[src/rtl/web_pkg.sv]
// Shared definitions for the web-shooter selection front end: choice indices,
// FSM state encoding and the select-code helpers.
package web_pkg;

    localparam int WEB_N = 8;

    // Choice index; button bit position is (WEB_N-1 - index).
    localparam logic [2:0] CHOICE_SWING    = 3'd0;
    localparam logic [2:0] CHOICE_ZIP      = 3'd1;
    localparam logic [2:0] CHOICE_NET      = 3'd2;
    localparam logic [2:0] CHOICE_SPLIT    = 3'd3;
    localparam logic [2:0] CHOICE_TASER    = 3'd4;
    localparam logic [2:0] CHOICE_IMPACT   = 3'd5;
    localparam logic [2:0] CHOICE_RICOCHET = 3'd6;
    localparam logic [2:0] CHOICE_RELOAD   = 3'd7;

    typedef enum logic [1:0] {
        ST_IDLE     = 2'd0,
        ST_DEBOUNCE = 2'd1,
        ST_PRESENT  = 2'd2,
        ST_RELEASE  = 2'd3
    } web_state_e;

    // The decoder downstream expects the choice index with its bits reversed.
    function automatic logic [2:0] web_sel_encode(input logic [2:0] idx);
        return {idx[0], idx[1], idx[2]};
    endfunction

    // Highest button bit wins: swing line outranks everything, reload is last.
    function automatic logic [2:0] web_prio_idx(input logic [WEB_N-1:0] req);
        logic [2:0] idx;
        idx = CHOICE_SWING;
        if      (req[7]) idx = CHOICE_SWING;
        else if (req[6]) idx = CHOICE_ZIP;
        else if (req[5]) idx = CHOICE_NET;
        else if (req[4]) idx = CHOICE_SPLIT;
        else if (req[3]) idx = CHOICE_TASER;
        else if (req[2]) idx = CHOICE_IMPACT;
        else if (req[1]) idx = CHOICE_RICOCHET;
        else if (req[0]) idx = CHOICE_RELOAD;
        return idx;
    endfunction

    // More than one button in the accepted pattern.
    function automatic logic web_multi(input logic [WEB_N-1:0] req);
        logic [WEB_N-1:0] one_less;
        one_less = req - {{(WEB_N-1){1'b0}}, 1'b1};
        return (req & one_less) != '0;
    endfunction

endpackage

[src/rtl/web_req_debounce.sv]
// Button synchroniser plus capture/stability counter. The owning FSM tells this
// block whether it is idle (arm on any press) or debouncing (track the pattern).
module web_req_debounce
    import web_pkg::*;
#(
    parameter int DEBOUNCE_CYCLES = 16,
    parameter int CNT_W           = $clog2(DEBOUNCE_CYCLES)
) (
    input  logic             clk,
    input  logic             rst_n,
    input  logic [WEB_N-1:0] web_req,
    input  logic             in_idle,
    input  logic             in_debounce,
    output logic [WEB_N-1:0] req_sync,
    output logic [WEB_N-1:0] stable_req,
    output logic             stable_pulse
);

    logic [WEB_N-1:0] meta;
    logic [CNT_W-1:0] cnt;
    logic             req_any;
    logic             req_match;

    assign req_any   = req_sync != '0;
    assign req_match = req_sync == stable_req;

    // Two-flop synchroniser; everything downstream looks only at req_sync.
    always_ff @(posedge clk or negedge rst_n) begin
        if (!rst_n) begin
            meta     <= '0;
            req_sync <= '0;
        end else begin
            meta     <= web_req;
            req_sync <= meta;
        end
    end

    // Capture a new pattern (fresh press or changed pattern) and count down
    // while it holds; terminal count zero means DEBOUNCE_CYCLES matching samples.
    always_ff @(posedge clk or negedge rst_n) begin
        if (!rst_n) begin
            stable_req <= '0;
            cnt        <= '0;
        end else if (req_any && (in_idle || (in_debounce && !req_match))) begin
            stable_req <= req_sync;
            cnt        <= CNT_W'(DEBOUNCE_CYCLES - 1);
        end else if (in_debounce && req_any && cnt != '0) begin
            cnt <= cnt - CNT_W'(1);
        end
    end

    assign stable_pulse = in_debounce && req_any && req_match && (cnt == '0);

endmodule

[src/rtl/web_select_encoder.sv]
// Web-request front end: debounced, priority-resolved button press presented as
// a bit-reversed select code with enable, held until the dispatcher acks, then
// re-armed only once every button is released.
//
// state    | meaning
// IDLE     | no button seen, waiting for any press
// DEBOUNCE | pattern captured, counting stable samples
// PRESENT  | select/enable driven, waiting for ack
// RELEASE  | handshake done, waiting for all buttons up
module web_select_encoder
    import web_pkg::*;
#(
    parameter int DEBOUNCE_CYCLES = 16
) (
    input  logic             clk,
    input  logic             rst_n,
    input  logic [WEB_N-1:0] web_req,
    input  logic             ack,
    output logic [2:0]       select,
    output logic             enable,
    output logic             multi_err,
    output logic             busy
);

    localparam int CNT_W = $clog2(DEBOUNCE_CYCLES);

    web_state_e       state;
    logic [WEB_N-1:0] req_sync;
    logic [WEB_N-1:0] stable_req;
    logic             stable_pulse;
    logic             req_any;

    assign req_any = req_sync != '0;

    web_req_debounce #(
        .DEBOUNCE_CYCLES (DEBOUNCE_CYCLES),
        .CNT_W           (CNT_W)
    ) u_debounce (
        .clk          (clk),
        .rst_n        (rst_n),
        .web_req      (web_req),
        .in_idle      (state == ST_IDLE),
        .in_debounce  (state == ST_DEBOUNCE),
        .req_sync     (req_sync),
        .stable_req   (stable_req),
        .stable_pulse (stable_pulse)
    );

    // Sequencing FSM with all outputs registered.
    always_ff @(posedge clk or negedge rst_n) begin
        if (!rst_n) begin
            state     <= ST_IDLE;
            select    <= 3'b000;
            enable    <= 1'b0;
            multi_err <= 1'b0;
            busy      <= 1'b0;
        end else begin
            case (state)
                ST_IDLE: begin
                    if (req_any) begin
                        state <= ST_DEBOUNCE;
                        busy  <= 1'b1;
                    end
                end
                ST_DEBOUNCE: begin
                    if (!req_any) begin
                        state <= ST_IDLE;
                        busy  <= 1'b0;
                    end else if (stable_pulse) begin
                        select    <= web_sel_encode(web_prio_idx(stable_req));
                        multi_err <= web_multi(stable_req);
                        enable    <= 1'b1;
                        state     <= ST_PRESENT;
                    end
                end
                ST_PRESENT: begin
                    if (ack) begin
                        enable    <= 1'b0;
                        multi_err <= 1'b0;
                        state     <= ST_RELEASE;
                    end
                end
                ST_RELEASE: begin
                    if (!req_any) begin
                        state <= ST_IDLE;
                        busy  <= 1'b0;
                    end
                end
                default: begin
                    state <= ST_IDLE;
                    busy  <= 1'b0;
                end
            endcase
        end
    end

endmodule

[config.mk]
export PLATFORM = sky130hd
export DESIGN_NAME = web_select_encoder
export DESIGN_NICKNAME = d
export VERILOG_FILES = /design/src/rtl/web_pkg.sv /design/src/rtl/web_req_debounce.sv /design/src/rtl/web_select_encoder.sv
export SDC_FILE = /design/constraint.sdc
export NUM_CORES = 1
export LEC_CHECK = 0
export ABC_AREA = 1
export CAP_MARGIN = 15
export CORE_ASPECT_RATIO = 1.1
export CORE_MARGIN = 8
export CORE_UTILIZATION = 50
export CTS_CLUSTER_SIZE = 12
export DETAILED_ROUTE_END_ITERATION = 8
export PLACE_DENSITY = 0.72
export SYNTH_ARGS = -nofsm -noshare
export SYNTH_HDL_FRONTEND = slang
export SYNTH_SLANG_ARGS = --single-unit
[constraint.sdc]
create_clock -name clk -period 4.14 [get_ports clk]
set_clock_uncertainty 0.2 [all_clocks]
set_input_delay 1.242 -clock clk [delete_from_list [all_inputs] [get_ports clk]]
set_output_delay 1.242 -clock clk [all_outputs]
set_load 0.005 [all_outputs]
==> results.json <==
{
  "routedWlPerCell_um": 11.3,
  "setup_total_negative_slack_ns": 0,
  "netlist_area_um2": 1600,
  "synth-xor-area-share": 0,
  "cts_setup_buffers": 0,
  "totalPowerFinal_mw": 0.654,
  "crit_slowest_cell": "sky130_fd_sc_hd__clkdlybuf4s50_1",
  "cts_resized": 0,
  "clk-insertion-delay-late_ns": 0.33,
  "final_util": 0.602,
  "num-fill-cells": 278,
  "synth.yosys.seq_area_share": 0.564,
  "core_um2": 3050,
  "antenna_cells": 0,
  "die_outline_area_um2": 5260,
  "1st_iter_drt_viols": 52,
  "die_width_um": 69.9,
  "leakage_nw": 0.924,
  "ys.warnings.count": 0,
  "path_delay_family": "buffers and inverters",
  "worst_min_path_class": "reg2reg",
  "reg2reg_slack_ns": 2.23,
  "yosysTopAreaCellShare": 0.564,
  "ir_drop_mv": 0.259,
  "cts.sinks": 36,
  "pwr-share-comb": 0.140,
  "met3_wirelength_um": 138,
  "synth_top_family_by_area": "simple AND/OR/NAND/NOR gates",
  "count_of_standard_cell_rows": 21,
  "max_slew_margin_vs_limit": 0.697,
  "floorplan.io_pins": 17,
  "synth_edf_count": 0,
  "cp.arrival_ns": 1.21,
  "nets": 221,
  "number_of_global_route_vias_before_repair": 1182,
  "ctsRootBufferMaster": "sky130_fd_sc_hd__clkbuf_4",
  "cts.path.max_buffers": 2,
  "initial_cell_density_of_the_core": 0.524,
  "cpPeakStageDelay_ns": 0.51,
  "post-place-cells": 236,
  "setup.worst_path.class": "reg2out",
  "drc": 0,
  "cts_made_buffers": 5,
  "maxClockFrequency_ghz": 0.377,
  "grt_start_max_net_pins": 37,
  "routed_via_density": 5.04,
  "gp_congestion": 0.886,
  "r2r-end": "u_debounce.cnt[0]",
  "worstMarginPinSlew_ns": 0.453,
  "synth-compound-area-share": 0.0995,
  "net_sw_power_mw": 0.171,
  "route.vias.total": 1225,
  "globalRouteTotalUtil": 0.113,
  "share_seq_of_total_power": 0.599,
  "placement.io_buffers": 16,
  "synth_top_cells_by_area": "sky130_fd_sc_hd__dfrtp_1, sky130_fd_sc_hd__nand2_1, sky130_fd_sc_hd__inv_1",
  "drt_wl_total_um": 2740,
  "post_cts_hold_fix_bufs": 0,
  "average_instance_area_after_synthesis_um2": 8.54,
  "post_synth_fa_ha_maj_area_fraction": 0.00783,
  "p_int_mw": 0.483,
  "synth_seq_cells": 36,
  "dr_wl_met2_um": 1310,
  "rsz_0062_raised_after_global_routing": "no",
  "min_delay_path_depth": 0,
  "switching_share": 0.261,
  "min_from": "u_debounce.meta[7]",
  "min_delay_worst_endpoint": "u_debounce.req_sync[7]",
  "timing.critical_path.from": "select[2]",
  "maxCapViolCount": 0,
  "postSynthCellCount": 187,
  "crit-reg2reg-launch": "u_debounce.req_sync[0]",
  "ys_async_sr_fraction": 1.00,
  "cell_chain_of_the_critical_path": "clkdlybuf4s50_1",
  "detailed_route_wire_length_on_metal_1_um": 1230,
  "detail-route-antenna-nets": 0,
  "synth_top_area_cell": "sky130_fd_sc_hd__dfrtp_1",
  "tritoncts": "built",
  "net_count_after_synthesis": 199,
  "final_cells": 243,
  "finalWorstPathRequiredPeriod_ns": 2.65,
  "status": "completed",
  "post_synth_num_cell_types": 20,
  "final-hold-violation-count": 0,
  "antenna_violations_before_repair": 0,
  "multiplexer_share_of_the_synthesized_area": 0,
  "flow.area_growth_from_synthesis_pct": 14.9,
  "synthFlopType": "sky130_fd_sc_hd__dfrtp_1",
  "timing.hold.ws_ns": 0.156,
  "die_h_um": 75.3,
  "power.density_cell_area_nw_per_um2": 356,
  "finalSetupViolations": 0,
  "endpoint_kind": "primary output",
  "hpwlAfterDp_um": 2070,
  "path_max_fanout": 2,
  "worst-endpoint-required_ns": 2.70,
  "cts.reportedPaths.clkPinSlew_ns": 0.10,
  "layout-drive-gt1-share": 0.110,
  "final-max-slew-violation-count": 0,
  "detail_route.first_pass.iterations": 4,
  "cts-htree-levels": 2,
  "synth-simple-area-share": 0.254,
  "r2r.worst_path.cells": 6,
  "grt_pass1_wl_um": 4830,
  "critPathLaunchType": "flip-flop",
  "power.clock.fraction": 0.261,
  "final.period_utilization": 0.641,
  "highest-signal-layer": "met4",
  "gr-total-overflow": 0,
  "cp.buffers_inverters": 1
}
[stage by stage]
stage	setup slack (ns)	cell area, µm²
6_report	1.49	1840
5_1_grt	1.44	1840
4_1_cts	1.47	1840
3_5_place_dp	1.76	1790
3_3_place_gp	1.77	1790
2_1_floorplan	2.29	1600
[placed cells by master (no fill, tap or decap)]
cell	Yosys	routed
sky130_fd_sc_hd__nor3_1	1	1
sky130_fd_sc_hd__nand2_2	2	2
sky130_fd_sc_hd__or2_4	1	1
sky130_fd_sc_hd__nor3_2	1	1
sky130_fd_sc_hd__o21ai_2	8	8
sky130_fd_sc_hd__nand2_1	63	63
sky130_fd_sc_hd__o22ai_1	1	1
sky130_fd_sc_hd__nand3b_1	1	1
sky130_fd_sc_hd__nand3_1	10	10
sky130_fd_sc_hd__ha_1	1	1
sky130_fd_sc_hd__inv_2	2	2
sky130_fd_sc_hd__clkinv_2	0	1
sky130_fd_sc_hd__inv_1	24	24
sky130_fd_sc_hd__o31ai_1	1	1
sky130_fd_sc_hd__clkinvlp_4	0	1
sky130_fd_sc_hd__nor2_2	1	1
sky130_fd_sc_hd__nand4_1	2	2
sky130_fd_sc_hd__a21oi_1	3	3
sky130_fd_sc_hd__dfrtp_1	36	36
sky130_fd_sc_hd__o21ai_0	12	12
sky130_fd_sc_hd__clkbuf_4	0	5
sky130_fd_sc_hd__nor2_1	15	15
sky130_fd_sc_hd__clkdlybuf4s50_1	0	16
sky130_fd_sc_hd__buf_4	0	1
[worst reg2reg max path: cells and delay by family, from the launching register on]
| family | cells | cell delay, ns |
|---|---|---|
| DFF | 1 | 0.41 |
| and+or+nand+nor | 6 | 1.17 |
[flip-flops by register name (all words and copies together), names as in the netlist, named ones only]
name                   count
u_debounce.stable_req      8
multi_err                  1
enable                     1
u_debounce.req_sync        8
state                      1
busy                       1
u_debounce.cnt             4
u_debounce.meta            8
select                     3
[cell type report]
cell class,instances,area (µm²),area share
repair buffers,17,168,0.0913
multi-input cells,123,577,0.314
well taps,34,42.5,0.0232
clock buffers,5,37.5,0.0204
flip-flops and latches,36,901,0.491
clock inverters,2,12.5,0.00682
inverters,26,97.6,0.0532
[worst max-delay path by stage]
| stage | cells past startpoint | endpoint | slack (ns) |
|---|---|---|---|
| floorplan | 5 | enable | 2.29 |
| global route | 1 | enable | 1.44 |
| CTS | 1 | select[2] | 1.47 |
| global placement | 6 | enable | 1.77 |
| finish | 1 | select[2] | 1.49 |
| detailed placement | 6 | multi_err | 1.76 |
[power groups by stage]
stage          combinational, mW  clock [mW]  sequential (mW)
2_1_floorplan             0.0474           0            0.397
3_3_place_gp              0.0901           0            0.398
3_5_place_dp              0.0930           0            0.399
4_1_cts                   0.0935       0.179            0.392
5_1_grt                    0.105       0.191            0.396
6_report                  0.0918       0.170            0.392
[routing by layer]
layer  global-route usage  vias up
met4               0.0603        0
met2                0.195       26
met5                    0        -
li1                     -      626
met1                0.118      566
met3               0.0443        7
[cell usage after synthesis, types with 2 or more instances]
library cell / instances
sky130_fd_sc_hd__a21oi_1: 3
sky130_fd_sc_hd__buf_6: 2
sky130_fd_sc_hd__dfrtp_1: 36
sky130_fd_sc_hd__inv_1: 24
sky130_fd_sc_hd__inv_2: 2
sky130_fd_sc_hd__nand2_1: 63
sky130_fd_sc_hd__nand2_2: 2
sky130_fd_sc_hd__nand3_1: 10
sky130_fd_sc_hd__nand4_1: 2
sky130_fd_sc_hd__nor2_1: 15
sky130_fd_sc_hd__o21ai_0: 12
sky130_fd_sc_hd__o21ai_2: 8
[kinds of logic (layout without fill, tap and decap cells)]
kind of cell,after synthesis,in the layout
flip-flops,36,36
AO/OA/AOI/OAI,25,25
AND/OR/NAND/NOR,97,97
adder cells (fa/ha/maj),1,1
buffers and inverters,28,50
(Power assumes the default switching activity.)
